### src/rtl/branch_cmp_unit.sv
// branch_cmp_unit: multi-cycle RV32I branch resolver sharing an external ALU (SUB for flags, ADD for target).
// Optional target-misalignment flag enabled by defining BRANCH_MISALIGN_EN.
module branch_cmp_unit #(
  parameter int          XLEN   = 32,
  parameter logic [3:0]  OP_ADD = 4'h0,
  parameter logic [3:0]  OP_SUB = 4'h1
) (
  input  logic            clk,
  input  logic            rst_n,
  input  logic            req_valid_in,
  output logic            req_ready_out,
  input  logic [2:0]      funct3_in,
  input  logic [XLEN-1:0] rs1_in,
  input  logic [XLEN-1:0] rs2_in,
  input  logic [XLEN-1:0] pc_in,
  input  logic [XLEN-1:0] imm_in,
  output logic [XLEN-1:0] alu_operand_a_out,
  output logic [XLEN-1:0] alu_operand_b_out,
  output logic [3:0]      alu_operation_out,
  input  logic [XLEN-1:0] alu_result_y_in,
  input  logic            alu_carry_in,
  output logic            resp_valid_out,
  input  logic            resp_ready_in,
  output logic            taken_out,
  output logic [XLEN-1:0] target_out,
  output logic            invalid_out,
  output logic            misaligned_out
);
  typedef enum logic [1:0] {IDLE, CMP, TGT, RESP} state_t;
  state_t          state_q;
  logic [2:0]      funct3_q;
  logic [XLEN-1:0] rs1_q, rs2_q, pc_q, imm_q, diff_q, target_q;
  logic            c_q, taken_q, invalid_q;
  logic            eq, ltu, ovf, lt, taken_d, invalid_d;
  always_comb begin
    alu_operand_a_out = state_q == CMP ? rs1_q : state_q == TGT ? pc_q : '0;
    alu_operand_b_out = state_q == CMP ? rs2_q : state_q == TGT ? imm_q : '0;
    alu_operation_out = state_q == CMP ? OP_SUB : OP_ADD;
    eq  = diff_q == '0;
    ltu = ~c_q;
    ovf = (rs1_q[XLEN-1] ^ rs2_q[XLEN-1]) & (diff_q[XLEN-1] ^ rs1_q[XLEN-1]);
    lt  = diff_q[XLEN-1] ^ ovf;
    taken_d = funct3_q == 3'b000 ? eq  :
              funct3_q == 3'b001 ? ~eq :
              funct3_q == 3'b100 ? lt  :
              funct3_q == 3'b101 ? ~lt :
              funct3_q == 3'b110 ? ltu :
              funct3_q == 3'b111 ? ~ltu : 1'b0;
    invalid_d = funct3_q[2:1] == 2'b01;
  end
  assign req_ready_out  = state_q == IDLE;
  assign resp_valid_out = state_q == RESP;
  assign taken_out      = taken_q;
  assign target_out     = target_q;
  assign invalid_out    = invalid_q;
  always_ff @(posedge clk or negedge rst_n) begin
    if (!rst_n) begin
      state_q   <= IDLE;
      funct3_q  <= '0;
      rs1_q     <= '0;
      rs2_q     <= '0;
      pc_q      <= '0;
      imm_q     <= '0;
      diff_q    <= '0;
      c_q       <= 1'b0;
      taken_q   <= 1'b0;
      target_q  <= '0;
      invalid_q <= 1'b0;
    end else begin
      case (state_q)
        IDLE: if (req_valid_in) begin
          funct3_q <= funct3_in;
          rs1_q    <= rs1_in;
          rs2_q    <= rs2_in;
          pc_q     <= pc_in;
          imm_q    <= imm_in;
          state_q  <= CMP;
        end
        CMP: begin
          diff_q  <= alu_result_y_in;
          c_q     <= alu_carry_in;
          state_q <= TGT;
        end
        TGT: begin
          target_q  <= alu_result_y_in;
          taken_q   <= taken_d;
          invalid_q <= invalid_d;
          state_q   <= RESP;
        end
        default: if (resp_ready_in) state_q <= IDLE;
      endcase
    end
  end
`ifdef BRANCH_MISALIGN_EN
  logic misaligned_q;
  always_ff @(posedge clk or negedge rst_n) begin
    if (!rst_n) misaligned_q <= 1'b0;
    else if (state_q == TGT) misaligned_q <= taken_d && (alu_result_y_in[1:0] != 2'b00);
  end
  assign misaligned_out = misaligned_q;
`else
  assign misaligned_out = 1'b0;
`endif
endmodule

### config.mk
export PLATFORM = sky130hd
export DESIGN_NAME = branch_cmp_unit
export DESIGN_NICKNAME = d
export VERILOG_FILES = /design/src/rtl/branch_cmp_unit.sv
export SDC_FILE = /design/constraint.sdc
export NUM_CORES = 1
export LEC_CHECK = 0
export ABC_AREA = 0
export BUFFER_PORTS_ARGS = -buffer_cell sky130_fd_sc_hd__buf_2
export CAP_MARGIN = 30
export CORE_MARGIN = 2
export CORE_UTILIZATION = 51
export CTS_CLUSTER_SIZE = 12
export DETAILED_ROUTE_END_ITERATION = 6
export HOLD_SLACK_MARGIN = 0.08
export PLACE_DENSITY = 0.83
export SLEW_MARGIN = 20
export SYNTH_ARGS = -nofsm -noshare
export SYNTH_HDL_FRONTEND = slang
export SYNTH_SLANG_ARGS = --single-unit
### constraint.sdc
create_clock -name clk -period 2.2 [get_ports clk]
set_input_delay 0.33 -clock clk [delete_from_list [all_inputs] [get_ports clk]]
set_output_delay 0.33 -clock clk [all_outputs]
set_load 0.02 [all_outputs]
==> metrics.txt, run 1 <==
status=complete, no violations; CP max FO=8; R2R Path Start=state_q[0]; Post-DRT Antenna Nets=0; Worst Min Path Start=imm_in[4]; R2R Setup Slk=0.35 ns; VDD IR max=0.0008298 V; Seq cells post-synth=200; CP required=1.87 ns; top post-synthesis cells by area=dfrtp_1, mux2_2, nand2_1; Initial Util=0.5181; Ports=273; number of diodes=0; post-synthesis sequential area ratio=0.5846; CP arrival=1.83 ns; wirelength, routed=21130 µm; GP Congestion=0.7657; Clock Skews=0.009917 ns; gr ovfl total=0; Lkg Pwr=5.435 nW; clock latency on the worst-skew pair=0.42 ns; max cap viols=0; area leader, netlist=dfrtp_1; Reg-to-Reg End=imm_q[17]; FP Rows=47; final std cell area, no fill=0.01150 mm²; die area=0.01784 mm²; cts bufs inserted=17; Die Wd=133.6 µm; P&R area growth vs syn=34.30%; Root Buffer=clkbuf_16; Post-Syn Area per Cell=12.65 µm²; # DRC=0; Core ar.=0.01652 mm²; crit path time final=2.161 ns; RSZ-0062 raised after global routing=yes; initial antenna violation count=0; synthesized cell area=0.008561 mm²; Setup CP Type=flip-flop to output pin; Yosys top cell area share=0.5846; final worst path period share=0.9825; nets=1139; Area after DPL=0.01026 mm²; share of layout cells above drive strength 1=0.5816; Post-DP HPWL=14030 µm; via density per instance=5.293; Setup crit end kind=output pin; 1st-iter DRT viols=233; Max Buffers Root-to-Sink=2; pwr dens=1627 mW/mm²; Max Freq=0.4627 GHz; worst r2r path cells=5; Fin. Hold Viols=0; CTS sink count=200; Syn. warnings=0; hold depth=2; first-pass GRT wire length=32100 µm; Tightest Pin Transition=0.5176 ns; Hold Path Class=input pin to flip-flop; Die Ht=133.6 µm; WHS Endpoint=imm_q[4]; WL/cell=17.61 µm; PortBufs=268; Final Max Tran Viols=0; GRT Overall Usage=0.2288; relative slew slack=0.6549; Cells after Synth=677; setup TNS=0 ns; Distinct cells, synth=28; final setup violating endpoints=0; final hold slack=0.1329 ns; CTS tree=built; DRT Pass-1 Iters=4; DR vias=6352; H-Tree Depth=4; vias in the first global route=6422; element type at the critical path start=flip-flop; clock slew at reported path FFs=0.07 ns; pin count of the biggest net entering global routing=63
[flip-flops by register name (all words and copies together) (netlist names)]
signal and count:
imm_q 32, pc_q 32, taken_out 1, c_q 1, funct3_q 3, invalid_out 1
rs2_q 32, rs1_q 32, diff_q 32, target_out 32, state_q 2
[how the worst max path moves through the flow]
stage | to | startpoint
after floorplan | alu_operand_b_out[24] | state_q[1]
after global placement | alu_operand_a_out[4] | state_q[0]
after detailed placement | alu_operand_a_out[3] | state_q[0]
after CTS | alu_operand_b_out[24] | state_q[0]
after global routing | alu_operand_b_out[29] | state_q[0]
final | alu_operand_b_out[28] | state_q[0]
[worst max-delay path: stages, from the launching register on]
cell and delay [ns]:
dfrtp_2 0.45, inv_2 0.09, ha_4 0.19, clkbuf_16 0.17
clkbuf_16 0.15, nand2_1 0.05, o21ai_1 0.14, buf_4 0.16
[where the power goes]
| group | internal [mW] | switching (mW) | total [mW] |
|---|---|---|---|
| logic | 4.37 | 4.27 | 8.65 |
| clock network | 2.05 | 1.41 | 3.46 |
| registers | 5.57 | 1.03 | 6.60 |
| total | 12.0 | 6.71 | 18.7 |
[kinds of logic (layout without fill, tap and decap cells)]
group / after synthesis / count (layout) / share of synthesized area
other cells: 1 / 4 / 0.0004380
simple gates: 145 / 145 / 0.06796
flops: 200 / 200 / 0.5846
mux: 195 / 195 / 0.2565
fa+ha+maj: 5 / 5 / 0.007162
buf+inv: 55 / 355 / 0.03435
compound gates: 76 / 76 / 0.04896
[per-layer routing]
metal  up-vias  wire (µm)  GRT usage
met5         -          0          0
met4         0        495    0.09279
met3        38       1422    0.06202
met2       244      10530     0.3872
met1      3158       8683     0.2790
li1       2912          -          -
[synthesized netlist by cell type]
library cell,instances
a211o_1,1
a21oi_1,2
a22o_1,1
a22o_2,1
buf_2,16
buf_4,10
buf_6,4
clkbuf_1,17
conb_1,1
dfrtp_1,200
ha_1,4
inv_1,8
maj3_2,1
mux2_2,195
nand2_1,128
nand2b_1,2
nand3b_1,1
nand4_1,2
nor2_1,2
nor2b_1,1
nor3_1,1
nor4_1,8
o2111a_1,1
o2111ai_1,1
o21ai_0,66
o221ai_1,1
o22ai_2,1
o32a_1,1
[what timing repair did]
| item | CTS | global route |
|---|---|---|
| hold buffers | 1 | 0 |
| resized for setup | 22 | 112 |
| gates cloned | 1 | 4 |
| endpoints found under the hold margin | 58 | 0 |
| buffers inserted | 11 | 8 |
| endpoints found under the setup margin | 62 | 62 |
| pin swaps | 0 | 1 |
[layout make-up]
| class | count | area (µm²) |
|---|---|---|
| clock inverters | 15 | 236.5 |
| inverters | 8 | 30.03 |
| well taps | 220 | 275.3 |
| multi-input cells | 425 | 3378 |
| flip-flops and latches | 200 | 5007 |
| clock buffers | 17 | 425.4 |
| repair buffers | 315 | 2145 |
| fillers | 1136 | 5027 |
[metrics by stage]
step	setup slack, ns	power, mW	util	instances
5_1_grt	-0.04646	19.72	0.6958	1200
6_report	0.03860	18.71	0.6958	1200
3_3_place_gp	0.2704	13.61	0.6207	1143
2_1_floorplan	0.1459	11.44	-	680
3_5_place_dp	0.2369	13.93	0.6207	1143
4_1_cts	-0.001959	17.86	0.6719	1188
[cell usage in the layout (no fill, tap or decap), types with 6 or more instances in the layout]
cell type / Yosys / routed
buf_12: 0 / 13
buf_2: 16 / 227
buf_4: 10 / 57
buf_6: 4 / 7
clkbuf_16: 0 / 21
dfrtp_1: 200 / 198
inv_1: 8 / 6
mux2_2: 195 / 195
nand2_1: 128 / 125
nor4_1: 8 / 8
o21ai_0: 66 / 15
o21ai_1: 0 / 35
o21ai_2: 0 / 16
Power figures use the tool's default switching activity.
==> run 2, diff against run 1 <==
Settings changed: CORE_UTILIZATION 51 to 36, PLACE_DENSITY 0.83 to unset.
==> metrics.txt, run 2 (synthesis results as in run 1) <==
GRT Overall Usage=0.1673 (-0.06148); CP bufs+invs=3 (-1); Hold Path Class=input pin to flip-flop; Worst Setup EP=alu_operand_a_out[31]; cell mode on critical path=buf_6; DR vias=6099 (-4.0%); Ports=273 (unchanged); max cap viols=0 (unchanged); Max Freq=0.4624 GHz (about the same); Tightest Pin Transition=0.5635 ns (+0.04587 ns); Root Buffer=clkbuf_16; FP Rows=56 (+19%); wirelength, routed=20930 µm (-0.98%); final worst slack=0.03752 ns (-0.001076 ns); Setup crit end kind=output pin; CP cell instances=buf_6 > ha_4 > buf_12 > nor2b_2 > a22o_2 > buf_6; Worst path depth=6 (-1); GP Congestion=0.7786 (+1.7%); CP arrival=1.83 ns (about the same); VDD IR max=0.0006312 V (-24%); CTS sink count=200 (unchanged); relative slew slack=0.6243 (-0.03058); pin count of the biggest net entering global routing=64 (+1.6%); worst setup path startpoint=state_q[1]; # DRC=0 (unchanged); Reg-to-Reg End=rs1_q[2]; die area=0.02503 mm² (+40%); R2R Path Start=state_q[0]; RSZ-0062 raised after global routing=yes; Clock Skews=0.01252 ns (+0.002604 ns); commonest non-fill, non-tap cells in the layout=buf_2, dfrtp_1, mux2_2; WL/cell=16.21 µm (-8.0%); first-pass GRT wire length=32200 µm (+0.30%); DRT Pass-1 Iters=4 (unchanged); GR Util met2=0.2675 (-0.1197); Post-DP HPWL=14270 µm (+1.7%); Place WS=0.2541 ns (+0.01726 ns); Initial Util=0.3658 (-0.1523); Max Buffers Root-to-Sink=2 (unchanged); via density per instance=4.724 (-11%); final worst path period share=0.9829 (about the same); Lkg Pwr=5.296 nW (-2.5%); CP max FO=17 (+9); element type at the critical path start=flip-flop; busiest layer in global routing=met2; slowest CP cell=dfrtp_2; Worst Min Path Start=imm_in[16]; vias in the first global route=6105 (-4.9%); crit-path leading delay family=buffers and inverters; Fin. Hold Viols=0 (unchanged); GR Layer Usage met1=0.2194 (-0.05965); Placed Cells=1242 (+8.7%); Final Max Tran Viols=0 (unchanged); crit path time final=2.162 ns (+0.001076 ns); Setup CP Type=flip-flop to output pin; CP max stage delay=0.41 ns (-0.04 ns); nets=1131 (-0.70%); commonest non-fill, non-tap cell in the layout=buf_2; number of diodes=0 (unchanged); Die Ht=158.2 µm (+18%); Die Wd=158.2 µm (+18%); pwr dens=1559 mW/mm² (-4.2%); CTS tree=built; Post-DRT Antenna Nets=0 (unchanged); status=complete, no violations; non-filler cells in the finished layout=1291 (+7.6%); gr ovfl total=0 (unchanged); final setup violating endpoints=0 (unchanged); clock latency on the worst-skew pair=0.43 ns (about the same); H-Tree Depth=4 (unchanged); PortBufs=268 (unchanged); CP required=1.87 ns (about the same); GR Layer Usage met3=0.05612 (-0.005906); R2R Setup Slk=0.26 ns (-0.09 ns); share of layout cells above drive strength 1=0.5648 (-0.01682); 1st-iter DRT viols=281 (+21%); cts bufs inserted=17 (unchanged); worst r2r path cells=6 (+1); Core ar.=0.02340 mm² (+42%); clock slew at reported path FFs=0.08 ns (about the same); initial antenna violation count=1 (+1); P&R area growth vs syn=32.04%
run 2: area by class of cell:
class | count | area [µm²]
inverters | 8 | 30.03
multi-input cells | 425 | 3331
flip-flops and latches | 200 | 5007
fillers | 2196 | 12100
clock inverters | 14 | 153.9
repair buffers | 307 | 1943
well taps | 319 | 399.1
clock buffers | 18 | 439.2
run 2: worst min path at each step:
stage                     depth (start not counted)  slack [ns]        endpoint
after floorplan                                   0        0.03             c_q
after global placement                            1        0.38  target_out[15]
after detailed placement                          1        0.38      diff_q[16]
after CTS                                         2        0.10       rs1_q[10]
after global routing                              2         0.1       imm_q[19]
final                                             2        0.13       imm_q[16]
run 2: timing repair:
action / 4_1_cts / 5_1_grt
gates resized for setup: 32 / 58
hold buffers: 1 / 0
hold endpoints to repair: 57 / 0
cloned: 3 / 0
pin swaps: 1 / 0
setup endpoints to repair: 64 / 60
buffers inserted: 13 / 1
run 2: power by group:
part           internal, mW  switching, mW  leakage (nW)
clock network          1.56           1.56         0.281
registers              5.57          0.943          2.37
logic                  3.91           4.09          2.64
run 2: routing by layer:
metal	part of all wire	routed length (µm)	up-vias
met5	0.00062	13	-
met4	0.011	233	2
met3	0.067	1400	14
met2	0.47	9922	175
met1	0.45	9354	3008
li1	-	-	2900
run 2: stage by stage:
step	hold slack (ns)	area (µm²)	setup TNS (ns)	power, mW	util
floorplan	0.03441	8572	0	11.44	-
global placement	0.3827	10370	0	13.71	0.4430
detailed placement	0.3776	10370	0	13.86	0.4430
finish	0.1302	11300	0	17.63	0.4830
CTS	0.1023	11230	-0.3172	17.69	0.4800
global route	0.09571	11300	-0.2596	18.80	0.4830
==> run 3, diff against run 2 <==
Settings changed: CORE_UTILIZATION 36 to 50, PLACE_DENSITY set to 0.79, SETUP_SLACK_MARGIN set to 0.15.
==> metrics.txt, run 3 (synthesis results as in run 1) <==
relative slew slack=0.6476 (+0.02323); # DRC=0 (unchanged); H-Tree Depth=4 (unchanged); via density per instance=5.217 (+10%); element type at the critical path start=flip-flop; Setup CP Type=flip-flop to output pin; commonest non-fill, non-tap cells in the layout=buf_2, dfrtp_1, mux2_2; non-filler cells in the finished layout=1196 (-7.4%); CP max FO=14 (-3); crit path time final=2.260 ns (+0.09799 ns); DRT Pass-1 Iters=4 (unchanged); setup TNS=-0.07081 ns (-0.07081 ns); Placed Cells=1140 (-8.2%); initial antenna violation count=2 (+1); Ports=273 (unchanged); Root Buffer=clkbuf_16; WHS Endpoint=rs1_q[5]; Die Ht=134.9 µm (-15%); Max Freq=0.4424 GHz (-4.3%); CTS sink count=200 (unchanged); FP Rows=47 (-16%); max cap viols=0 (unchanged); die area=0.01818 mm² (-27%); failing checks=setup timing; R2R Path Start=state_q[0]; Fin. Hold Viols=0 (unchanged); Die Wd=134.9 µm (-15%); worst r2r path cells=7 (+1); nets=1135 (+0.35%); gr ovfl total=0 (unchanged); Core ar.=0.01664 mm² (-29%); commonest non-fill, non-tap cell in the layout=buf_2; P&R area growth vs syn=37.02%; VDD IR max=0.0008288 V (+31%); hold depth=2 (unchanged); Post-DRT Antenna Nets=0 (unchanged); fill count=1135 (-48%); pin count of the biggest net entering global routing=63 (-1.6%); final worst slack=-0.06047 ns (-0.09799 ns); Max Buffers Root-to-Sink=2 (unchanged); Hold Path Class=input pin to flip-flop; first-pass GRT wire length=32950 µm (+2.3%); Setup crit end kind=output pin; DR vias=6239 (+2.3%); CTS tree=built; Worst Min Path Start=rs1_in[5]; GP Congestion=0.8361 (+7.4%); Lkg Pwr=5.529 nW (+4.4%); clock latency on the worst-skew pair=0.41 ns (-0.02 ns); CP required=1.87 ns (about the same); Initial Util=0.5144 (+0.1486); 1st-iter DRT viols=230 (-18%); CP arrival=1.93 ns (+0.10 ns); Tightest Pin Transition=0.5287 ns (-0.03484 ns); final worst path period share=1.027 (+0.04454); final std cell area, no fill=0.01173 mm² (+3.8%); pwr dens=1613 mW/mm² (+3.5%); clock slew at reported path FFs=0.07 ns (about the same); Final Max Tran Viols=0 (unchanged); Clock Skews=0.01011 ns (-0.002414 ns); final setup violating endpoints=4 (+4); RSZ-0062 raised after global routing=yes; WL/cell=18.20 µm (+12%); Reg-to-Reg End=target_out[15]; PortBufs=268 (unchanged); Post-DP HPWL=14110 µm (-1.1%); cts bufs inserted=17 (unchanged); R2R Setup Slk=0.26 ns (about the same); status=finished with violations; vias in the first global route=6368 (+4.3%); GRT Overall Usage=0.2328 (+0.06549); Area after DPL=0.01022 mm² (-1.4%); wirelength, routed=21770 µm (+4.0%); share of layout cells above drive strength 1=0.6133 (+0.04852)
-- run 3: worst max-delay path, cell delays in order (launching register included) --
cell     delay [ns]
dfrtp_2        0.45
inv_2          0.09
ha_4           0.27
buf_12         0.18
nand2_1        0.08
o21ai_0        0.22
buf_2          0.22
-- run 3: what timing repair did --
item                                    CTS  global route
buffers inserted                         13             3
endpoints found under the setup margin   64            65
pin swaps                                12            27
resized for setup                        84           151
endpoints found under the hold margin    57             0
gates cloned                              3             4
hold buffers                              1             0
-- run 3: cell type report --
class	count	area, µm²	area share
inverters	8	30.03	0.002560
clock buffers	21	470.5	0.04011
repair buffers	311	2277	0.1941
well taps	220	275.3	0.02347
multi-input cells	425	3573	0.3046
diodes	1	2.502	0.0002133
flip-flops and latches	200	5007	0.4269
clock inverters	10	93.84	0.008000
-- run 3: worst max-delay path by stage --
stage,to,depth (start not counted),from
2_1_floorplan,alu_operand_b_out[24],6,state_q[1]
3_3_place_gp,target_out[9],5,state_q[0]
3_5_place_dp,alu_operand_b_out[23],6,state_q[0]
4_1_cts,alu_operand_b_out[2],7,state_q[0]
5_1_grt,alu_operand_b_out[5],6,state_q[0]
6_report,alu_operand_b_out[5],6,state_q[0]
-- run 3: where the power goes --
group	internal [mW]	switching [mW]
registers	5.58	1.10
clock network	1.65	1.35
logic	4.71	4.54
-- run 3: routing by layer --
layer | up-vias | part of all wire | global-route usage | wire length [µm]
met5 | - | 0 | 0 | 0
met4 | 0 | 0.025 | 0.09532 | 544
met3 | 38 | 0.067 | 0.06757 | 1460
met2 | 215 | 0.50 | 0.3776 | 10820
met1 | 3074 | 0.41 | 0.2947 | 8946
li1 | 2912 | - | - | -
-- run 3: per-stage QoR --
step	util	hold WS (ns)	total power, mW	worst slack [ns]
finish	0.7048	0.1381	18.92	-0.06047
global route	0.7047	0.1169	19.96	-0.1567
CTS	0.6740	0.1156	17.79	0.02575
detailed placement	0.6142	0.3629	13.79	0.1386
global placement	0.6142	0.3573	13.53	0.2140
floorplan	-	0.03441	11.44	0.1459
